<file path="src/rtl/imem_boot_loader.sv">
// imem_boot_loader: receives a length-prefixed byte stream and writes it into
// instruction memory as 32-bit words, holding the cpu in reset until the image
// is loaded. Stream format: LEN_HI, LEN_LO (word count), then words MSB first.
// Optional feature macro: IMEM_LOADER_CHECKSUM_EN adds a trailing XOR checksum
// byte (S_CHK) that must match the XOR of all data bytes.
module imem_boot_loader #(
    parameter logic [31:0] BASE_ADDR = 32'h0000_0000,
    parameter int          MAX_WORDS = 256
) (
    input  logic        clk,
    input  logic        rst,
    input  logic        byte_valid,
    input  logic [7:0]  byte_data,
    output logic        byte_ready,
    input  logic        load_req,
    output logic        imem_wren,
    output logic [31:0] imem_waddr,
    output logic [31:0] imem_wdata,
    output logic        cpu_rst,
    output logic        done,
    output logic        error
);

`ifdef IMEM_LOADER_CHECKSUM_EN
    localparam bit CHK_EN = 1'b1;
`else
    localparam bit CHK_EN = 1'b0;
`endif

    localparam logic [31:0] MAXW = 32'(MAX_WORDS);

    typedef enum logic [2:0] {
        S_INIT, S_LEN_HI, S_LEN_LO, S_DATA, S_CHK, S_DONE, S_ERR
    } state_t;

    state_t      state_q, state_d;
    logic [15:0] len_q;
    logic [15:0] idx_q;
    logic [1:0]  bcnt_q;
    logic [23:0] sh_q;
    logic [7:0]  csum_q;
    logic        fin_q;     // last word written, leave S_DATA next cycle
    logic        ovf_q;     // at least one word fell beyond MAX_WORDS
    logic        wren_q;
    logic [31:0] waddr_q;
    logic [31:0] wdata_q;

    logic xfer, word_end, last_word, zero_len, restart, in_range;

    // While the final write drains (fin_q) no further byte is taken, so any
    // trailing garbage stays with the source.
    assign byte_ready = (state_q == S_LEN_HI) || (state_q == S_LEN_LO) ||
                        ((state_q == S_DATA) && !fin_q) || (state_q == S_CHK);
    assign xfer      = byte_valid & byte_ready;
    assign word_end  = (state_q == S_DATA) && xfer && (bcnt_q == 2'd3);
    assign last_word = (idx_q + 16'd1) == len_q;
    assign zero_len  = ({len_q[15:8], byte_data} == 16'd0);
    assign restart   = load_req && ((state_q == S_DONE) || (state_q == S_ERR));
    assign in_range  = ({16'd0, idx_q} < MAXW);

    assign imem_wren  = wren_q;
    assign imem_waddr = waddr_q;
    assign imem_wdata = wdata_q;
    assign done       = (state_q == S_DONE);
    assign cpu_rst    = (state_q != S_DONE);
    assign error      = (state_q == S_ERR);

    // State register
    always_ff @(posedge clk or posedge rst) begin
        if (rst) state_q <= S_INIT;
        else     state_q <= state_d;
    end

    // Next-state logic
    always_comb begin
        state_d = state_q;
        case (state_q)
            S_INIT:   state_d = S_LEN_HI;
            S_LEN_HI: if (xfer) state_d = S_LEN_LO;
            S_LEN_LO: if (xfer) state_d = (zero_len && CHK_EN) ? S_CHK : S_DATA;
            S_DATA: begin
                if (fin_q)
                    state_d = ovf_q ? S_ERR : S_DONE;
                else if (word_end && last_word && CHK_EN)
                    state_d = S_CHK;
            end
            S_CHK:    if (xfer) state_d = (ovf_q || (byte_data != csum_q)) ? S_ERR : S_DONE;
            S_DONE,
            S_ERR:    if (load_req) state_d = S_LEN_HI;
            default:  state_d = S_INIT;
        endcase
    end

    // Length capture, word assembly, memory write strobe and checksum
    always_ff @(posedge clk or posedge rst) begin
        if (rst) begin
            len_q   <= 16'd0;
            idx_q   <= 16'd0;
            bcnt_q  <= 2'd0;
            sh_q    <= 24'd0;
            csum_q  <= 8'd0;
            fin_q   <= 1'b0;
            ovf_q   <= 1'b0;
            wren_q  <= 1'b0;
            waddr_q <= BASE_ADDR;
            wdata_q <= 32'd0;
        end else begin
            wren_q <= 1'b0;
            if (restart) begin
                idx_q  <= 16'd0;
                bcnt_q <= 2'd0;
                csum_q <= 8'd0;
                fin_q  <= 1'b0;
                ovf_q  <= 1'b0;
            end
            if ((state_q == S_LEN_HI) && xfer)
                len_q[15:8] <= byte_data;
            if ((state_q == S_LEN_LO) && xfer) begin
                len_q[7:0] <= byte_data;
                // Empty image without checksum: finish through the same drain
                // cycle a data image uses.
                fin_q <= zero_len && !CHK_EN;
            end
            if ((state_q == S_DATA) && fin_q)
                fin_q <= 1'b0;
            if ((state_q == S_DATA) && xfer) begin
                csum_q <= csum_q ^ byte_data;
                bcnt_q <= bcnt_q + 2'd1;
                sh_q   <= {sh_q[15:0], byte_data};
                if (bcnt_q == 2'd3) begin
                    idx_q <= idx_q + 16'd1;
                    if (in_range) begin
                        wren_q  <= 1'b1;
                        waddr_q <= BASE_ADDR + {14'd0, idx_q, 2'b00};
                        wdata_q <= {sh_q, byte_data};
                    end else begin
                        ovf_q <= 1'b1;
                    end
                    if (last_word && !CHK_EN)
                        fin_q <= 1'b1;
                end
            end
        end
    end

endmodule

</file>
<file path="config.mk">
export PLATFORM = sky130hd
export DESIGN_NAME = imem_boot_loader
export DESIGN_NICKNAME = d
export VERILOG_FILES = /design/src/rtl/imem_boot_loader.sv
export SDC_FILE = /design/constraint.sdc
export NUM_CORES = 1
export LEC_CHECK = 0
export BUFFER_PORTS_ARGS = -buffer_cell sky130_fd_sc_hd__buf_2
export CAP_MARGIN = 20
export CORE_ASPECT_RATIO = 0.5
export CORE_MARGIN = 1.5
export CORE_UTILIZATION = 45
export CTS_CLUSTER_DIAMETER = 50
export DETAILED_ROUTE_END_ITERATION = 6
export PLACE_DENSITY = 0.68
export REMOVE_ABC_BUFFERS = 1
export SLEW_MARGIN = 20
export SYNTH_ARGS = -nofsm -noshare
export SYNTH_HDL_FRONTEND = slang
export SYNTH_SLANG_ARGS = --single-unit
</file>
<file path="constraint.sdc">
create_clock -name clk -period 3.6 [get_ports clk]
set_clock_uncertainty 0.1 [all_clocks]
set_input_delay 0.36 -clock clk [delete_from_list [all_inputs] [get_ports clk]]
set_output_delay 0.36 -clock clk [all_outputs]
set_load 0.03 [all_outputs]
</file>
After elaboration in Yosys (flattened, before gate mapping)
Index checks and enable logic that the tools add are counted.

Flip-flop bits (word level): 120. Input bits: 12. Output and inout bits: 69.

Add/sub/neg operators: 2. Order comparisons: 1. Equal/unequal tests: 15. Muxes and demuxes: 28. Bitwise operators: 2. Reductions and logical operators: 18.

Operators with widths (number): two-way mux 16 bit (3); one-hot mux 3 bit (6 select lines) (1); adder 16 x 1 -> 16 bit, second input constant (1); == test 16 bit (1); zero test 16 bit (1); less-than comparator 16 x 9 -> 1 bit, second input constant (1); two-way mux 8 bit (2); two-way mux 3 bit (5); two-way mux 1 bit (13); inequality test 2 bit, second input constant (5); == test 3 bit, second input constant (3); two-way mux 2 bit (4); inequality test 8 bit (1); XOR 8 bit (1); == test 3 x 2 -> 1 bit, second input constant (2); logical AND 1 bit (6); logical OR 1 bit (5); AND reduction 5 bit (1); == test 3 x 1 -> 1 bit, second input constant (1); zero test 3 bit (1); inequality test 3 bit, second input constant (1); AND reduction 3 bit (1); adder 2 x 1 -> 2 bit, second input constant (1); == test 2 bit, second input constant (1); other kinds (4) (4).

Longest topological paths before layout
Gate-level depths: netlist of run 1.

Depth after elaboration: 11. Gate-level depth with buffers: 8. Depth with buffers taken out: 7.

Worst setup path before layout of run 1
OpenSTA, ideal clock, no wires.

Path type: register to register. From: register idx_q[1]. To: register fin_q. Library setup time: 92 ps. Arrival time: 1776 ps. Required time: 3408 ps. Setup slack: 1632 ps. Cell stages (with the launch flop): 8. Buffers on the path: 0. Clock period less this slack: 1968 ps. Cell sequence: dfrtp_1 -> ha_1 -> xnor2_1 -> nand2_1 -> a221o_1 -> a2111oi_2 -> nand4_1 -> o31ai_2.

Word-level cells in the longest chain between the ends: 5.

Ends and longest elaborated chain: start: declaration (line 38) `logic [15:0] idx_q;`; start signal: assignment (line 131) `idx_q <= idx_q + 16'd1;`; adder 16 x 1 -> 16 bit (line 56) `assign last_word = (idx_q + 16'd1) == len_q;`; == test 16 bit (line 56); two-way mux 1 bit (line 139) `if (last_word && !CHK_EN)`; two-way mux 1 bit (line 130) `if (bcnt_q == 2'd3) begin`; two-way mux 1 bit (line 126) `if ((state_q == S_DATA) && xfer) begin`; end signal: assignment (line 122) `fin_q <= zero_len && !CHK_EN;`; end: declaration (line 42) `logic fin_q;`.

Every way passes these cells. A chain may end at the register's enable or synchronous reset.

Final worst setup path of run 1
From: register state_q[1]. To: register idx_q[11].

Word-level cells in the longest chain between the ends: 7.

Ends and longest elaborated chain: start: declaration (line 36) `state_t state_q, state_d;`; start signal: assignment (line 71) `else state_q <= state_d;`; == test 3 x 1 -> 1 bit (tied with other cells) (line 52) `assign byte_ready = (state_q == S_LEN_HI) || (state_q == S_LEN_LO) ||`; logical OR 1 bit or logical AND 1 bit (tied branches) (line 52, 53); logical OR 1 bit (line 52); logical OR 1 bit (line 53) `((state_q == S_DATA) && !fin_q) || (state_q == S_CHK);`; AND 1 bit (line 54) `assign xfer = byte_valid & byte_ready;`; logical AND 1 bit (line 126); two-way mux 16 bit * (line 126).

Mark *: on every way between the ends. The rest lies on a longest branch, timed or not.

==> summary.md, run 1 <==
| Metric | Value |
|---|---|
| Status | completed |
| Gate Count Post-Synth | 532 |
| WL/cell | 15.3 µm |
| 1st-iter DRT viols | 259 |
| Filler instances | 1040 |
| CP max stage delay | 650 ps |
| EDFF count, synth | 0 |
| Worst EP required | 3770 ps |
| Sequential share of power | 0.406 |
| Final Hold Vio Count | 0 |
| Max Cap Viol | 0 |
| Clock Sinks | 120 |
| CTS tree | done |
| Worst R2R Setup Slack | 1140 ps |
| Antenna violations before repair | 0 |
| Sequential area share after synthesis | 0.525 |
| Critical Path Most Common Cell | nand2_1 |
| YS warnings | 0 |
| Detail Route Antenna Nets | 0 |
| Post-synthesis register bit count | 120 |
| P_int | 3.31 mW |
| H-tree depth | 4 |
| Crit path cell chain | and4bb_4 -> nand2_1 -> nand2_1 -> o21ai_0 -> nand2_1 -> o21ai_0 |
| Final WL | 11700 µm |
| GPL Wtd Cong | 0.886 |
| # nets final | 603 |
| Min-Delay Startpoint | byte_data[7] |
| Total CTS buffers | 17 |
| Net Switching | 1.91 mW |
| Design Area, Final | 0.00663 mm² |
| Final Max Tran Viols | 0 |
| CTS Root Cell | clkbuf_16 |
| Largest net degree at the start of global routing | 80 |
| Tot GR Track Use | 0.193 |
| Final hold slack | 163 ps |
| Full die area | 0.0134 mm² |
| Leak Pwr | 3.26 nW |
| Hold path cells | 3 |
| Final setup fails | 0 |
| Worst slew margin | 0.391 |
| Maximum clock path buffer count | 2 |
| Mapped cell area | 0.00572 mm² |
| TritonRoute pass-1 iters | 4 |
| CP top delay family | simple AND/OR/NAND/NOR gates |
| Crit path max fanout | 20 |
| Share of layout cells above drive strength 1 | 0.284 |
| CP Class | flop to flop |
| Area Growth Syn to Fin | 15.9% |
| Critical path capture point type | flop |
| Crit-path slowest cell | dfrtp_1 |
| Crit path depth | 6 |
| Power per cell area | 786 mW/mm² |
| Number of port buffers | 64 |
| Nature of the critical path startpoint | flop |
| Cells after DPL | 734 |
| Area fraction of the dominant cell type after synthesis | 0.525 |
| Critical R2R Launch | state_q[1] |
| Sw Ratio | 0.366 |
| Min Tclk post-route | 2460 ps |
| Number of global-route vias before repair | 3655 |
| R2r worst-path depth | 6 |
| Buffers & Inverters on Critical Path | 0 |
| # resized after CTS | 0 |
| Core ar. | 0.0121 mm² |
| # rows | 28 |
| Number of diodes | 0 |
| Clock Pin Slew Worst Setup and Hold Paths | 60 ps |
| Combinational share of power | 0.289 |
| DP Wirelength | 7800 µm |
| RSZ-0062 raised after global routing | false |
| Top post-synthesis cells by area | dfrtp_1, mux2_2, nand2_1 |
| Clock latency on the worst-skew pair | 410 ps |
| I/O pin total | 81 |
| Worst vdd ir | 0.000322 V |
| Die H | 82.7 µm |
| Most instantiated cells after synthesis | dfrtp_1, nand2_1, mux2_2 |
| Vias | 3911 |
| Syn Area/Cell | 10.8 µm² |
| Worst R2R End | idx_q[11] |
| Synth unique cells | 51 |
| Post-layout total power | 5.21 mW |
| Hold path endpoint | sh_q[7] |
| Vias per cell | 5.10 |
| Predominant post-synthesis flop cell | dfrtp_1 |
| Fmax | 406 MHz |
| Hold WC Path Type | primary input to flop |
| Initial Util | 0.473 |
| Yosys top cell by area | dfrtp_1 |
| Placed inst area | 0.00606 mm² |
| Most common cell in the netlist | dfrtp_1 |
| Critical Path AT | 2630 ps |
| Final Non-Filler Cells | 767 |
| Clock power frac | 0.305 |
| Die Wd | 162 µm |
| # DRC | 0 |
| First-pass GRT wire length | 19700 µm |
| Grt total ovfl | 0 |
| Worst slew pin tran | 914 ps |
| Final Cycle Share | 0.683 |
| Synth async-reset ratio | 1.00 |
[cells by family after synthesis]
group                    Yosys count  share of synthesized area
other                              1                   0.000656
AO/OA/AOI/OAI                     71                     0.0746
XOR/XNOR                          33                     0.0505
buffers and inverters             52                     0.0569
adder cells (fa/ha/maj)            2                    0.00437
AND/OR/NAND/NOR                  194                      0.166
multiplexers                      59                      0.122
flip-flops                       120                      0.525
[layout make-up]
type	count	area, µm²	area share
Tap cell	165	206	0.0311
Sequential cell	120	3000	0.453
Clock buffer	17	425	0.0642
Multi-Input combinational cell	375	2450	0.369
Timing Repair Buffer	70	393	0.0593
Clock inverter	15	133	0.0200
Inverter	5	21.3	0.00321
[worst max-delay path by stage]
stage,startpoint,to
floorplan,rst,bcnt_q[0]
global placement,state_q[1],idx_q[5]
detailed placement,state_q[1],idx_q[11]
CTS,state_q[1],idx_q[11]
global route,state_q[1],idx_q[11]
finish,state_q[1],idx_q[11]
[registers in the layout (all words and copies together) (netlist names)]
name,cells
imem_waddr,16
imem_wren,1
csum_q,8
fin_q,1
sh_q,24
ovf_q,1
bcnt_q,2
idx_q,16
state_q,3
len_q,16
imem_wdata,32
[placed cells by master (no fill, tap or decap), drive strengths merged, types with 4 or more instances in the layout]
master / netlist / layout
nand3: 13 / 13
nand2: 112 / 112
and4: 5 / 5
o21ai: 40 / 40
nor2: 20 / 20
buf: 31 / 69
clkbuf: 16 / 17
dfrtp: 120 / 120
a21oi: 10 / 10
xor2: 19 / 19
xnor2: 14 / 14
nor4: 8 / 8
and2: 13 / 13
nor3: 6 / 6
o31ai: 5 / 5
nand4: 5 / 5
conb: 1 / 16
inv: 5 / 15
a31oi: 4 / 4
mux2: 56 / 56
[power by group through the flow]
stage / clock network (mW) / registers [mW] / logic (mW)
6_report: 1.59 / 2.11 / 1.51
5_1_grt: 1.69 / 2.18 / 1.67
4_1_cts: 1.62 / 2.12 / 1.52
3_5_place_dp: 0 / 2.14 / 1.51
3_3_place_gp: 0 / 2.12 / 1.47
2_1_floorplan: 0 / 2.34 / 0.867
[metal layers]
layer	share of wire	GRT usage	vias to the layer above
li1	-	-	1927
met1	0.53	0.286	1879
met2	0.42	0.265	101
met3	0.051	0.0504	4
met4	0.0048	0.0771	0
met5	0	0	-
[tightest hold or removal path: stages]
cell and delay (ps):
buf_2 150, nand2_1 80, nand2_1 50
[metrics by stage]
step,TNS (ps),util,setup slack (ps)
floorplan,-5500,-,-45.8
global placement,0,0.502,1220
detailed placement,0,0.502,1150
CTS,0,0.549,1130
global route,0,0.549,805
finish,0,0.549,1140
[what timing repair did]
action / CTS / global route
hold endpoints to repair: 41 / 0
hold buffers: 1 / 0
buffers inserted: 0 / 0
setup endpoints to repair: 0 / 0
Power figures use the tool's default switching activity.
==> run 2, diff against run 1 <==
- PLACE_DENSITY: 0.68 -> 0.65
- clock period: 3.6 -> 2.6 ns (I/O delays scaled with it)
==> summary.md, run 2 (synthesis gave the netlist of run 1 again) <==
| Metric | Value |
|---|---|
| Status | completed |
| Detail Route Antenna Nets | 0 |
| Crit path max fanout | 8 |
| Antenna violations before repair | 0 |
| # resized after CTS | 0 |
| R2r worst-path depth | 7 |
| Initial Util | 0.473 |
| Power per cell area | 1110 mW/mm² |
| Clock latency on the worst-skew pair | 420 ps |
| Min-Delay Startpoint | byte_data[1] |
| Worst R2R End | fin_q |
| Hold path cells | 3 |
| Share of layout cells above drive strength 1 | 0.290 |
| Clock Sinks | 120 |
| Min Tclk post-route | 2280 ps |
| RSZ-0062 raised after global routing | false |
| Final Hold Vio Count | 0 |
| Fmax | 438 MHz |
| 1st-iter DRT viols | 215 |
| Clock Pin Slew Worst Setup and Hold Paths | 50 ps |
| Tot GR Track Use | 0.194 |
| Most common cell after layout, fill and taps aside | dfrtp_1 |
| I/O pin total | 81 |
| Met3 wire len | 496 µm |
| Number of flip-flops in the largest register | 32 |
| Nature of the critical path startpoint | flop |
| Critical R2R Launch | idx_q[0] |
| Final Max Tran Viols | 0 |
| Final core occ | 0.555 |
| Leak Pwr | 3.31 nW |
| WL/cell | 15.4 µm |
| Critical path capture point type | flop |
| Maximum clock path buffer count | 2 |
| CP Class | flop to flop |
| Number of port buffers | 64 |
| Full die area | 0.0134 mm² |
| GPL Wtd Cong | 0.902 |
| Final Cycle Share | 0.878 |
| Top routing layer used | met4 |
| Worst slew margin | 0.489 |
| Core ar. | 0.0121 mm² |
| Worst slack at placement | 341 ps |
| Hold path endpoint | sh_q[1] |
| Critical Path AT | 2500 ps |
| Final setup fails | 0 |
| Number of global-route vias before repair | 3645 |
| Worst Slack Setup Final | 318 ps |
| Most frequent cells in the layout | dfrtp_1, nand2_1, buf_2, mux2_2, o21ai_0 |
| # nets final | 612 |
| Largest net degree at the start of global routing | 54 |
| DR WL met2 | 4910 µm |
| Worst EP required | 2820 ps |
| TritonRoute pass-1 iters | 5 |
| Design Area, Final | 0.00671 mm² |
| Hold buffer count at CTS | 1 |
| # DRC | 0 |
| Area Growth Syn to Fin | 17.3% |
| DP Wirelength | 8180 µm |
| # Post-CTS Setup Buffers | 0 |
| Final WL | 12000 µm |
| Die Wd | 162 µm |
| Grt total ovfl | 0 |
| Worst slew pin tran | 760 ps |
| Worst R2R Setup Slack | 320 ps |
| CTS Root Cell | clkbuf_16 |
| # rows | 28 |
| Placed inst area | 0.00612 mm² |
| Hold WC Path Type | primary input to flop |
| Vias per cell | 5.14 |
| Total CTS buffers | 17 |
| Worst vdd ir | 0.000506 V |
| Number of diodes | 0 |
| CP startpoint | idx_q[0] |
| Vias | 3982 |
| First-pass GRT wire length | 19500 µm |
| CTS tree | done |
| Met1 WL | 6400 µm |
| H-tree depth | 4 |
| Die H | 82.7 µm |
| Max Cap Viol | 0 |
## run 2: cell types whose count changed in the layout (fill, tap and decap cells not counted)
cell and change:
clkinv_4 -1, clkbuf_1 +2, buf_4 +10, clkinvlp_4 +1, inv_6 -7, inv_8 -2, clkinv_2 +3, bufinv_16 +3
buf_12 -1
## run 2: final cells by class
class	count	area, µm²
Clock inverter	12	153
Inverter	5	21.3
Clock buffer	19	433
Tap cell	165	206
Sequential cell	120	3000
Multi-Input combinational cell	375	2450
Timing Repair Buffer	79	448
Fill cell	1044	5370
## run 2: where the power goes
| part | internal [mW] | leakage, nW | switching, mW | total, mW |
|---|---|---|---|---|
| clock | 1.50 | 0.275 | 0.853 | 2.35 |
| sequential | 2.46 | 1.57 | 0.459 | 2.92 |
| combinational | 0.896 | 1.46 | 1.27 | 2.16 |
## run 2: how the worst max path moves through the flow
| stage | endpoint | slack [ps] | depth (start not counted) |
|---|---|---|---|
| finish | fin_q | 320 | 7 |
| global route | fin_q | 150 | 7 |
| CTS | fin_q | 330 | 7 |
| detailed placement | fin_q | 340 | 7 |
| global placement | fin_q | 430 | 7 |
| floorplan | bcnt_q[0] | -950 | 1 |
## run 2: per-layer routing
metal / up-vias / track usage
li1: 1932 / -
met1: 1944 / 0.286
met2: 89 / 0.276
met3: 17 / 0.0405
met4: 0 / 0.0835
met5: - / 0
## run 2: worst max-delay path, stage by stage (launching register included)
cell and delay, ps:
dfrtp_1 500, ha_1 320, and4_1 330, nand3_1 170, xnor2_1 180, a2111oi_2 270, nand4_1 140, o31ai_2 190
## run 2: stage by stage
step / hold slack [ps] / std cells / total power [mW] / setup TNS, ps
final: 64.2 / 775 / 7.43 / 0
after global routing: 68.1 / 775 / 7.86 / 0
after floorplan: 278 / 500 / 4.44 / -113500
after detailed placement: 250 / 743 / 5.11 / 0
after CTS: 52.8 / 775 / 7.49 / 0
after global placement: 246 / 743 / 5.05 / 0
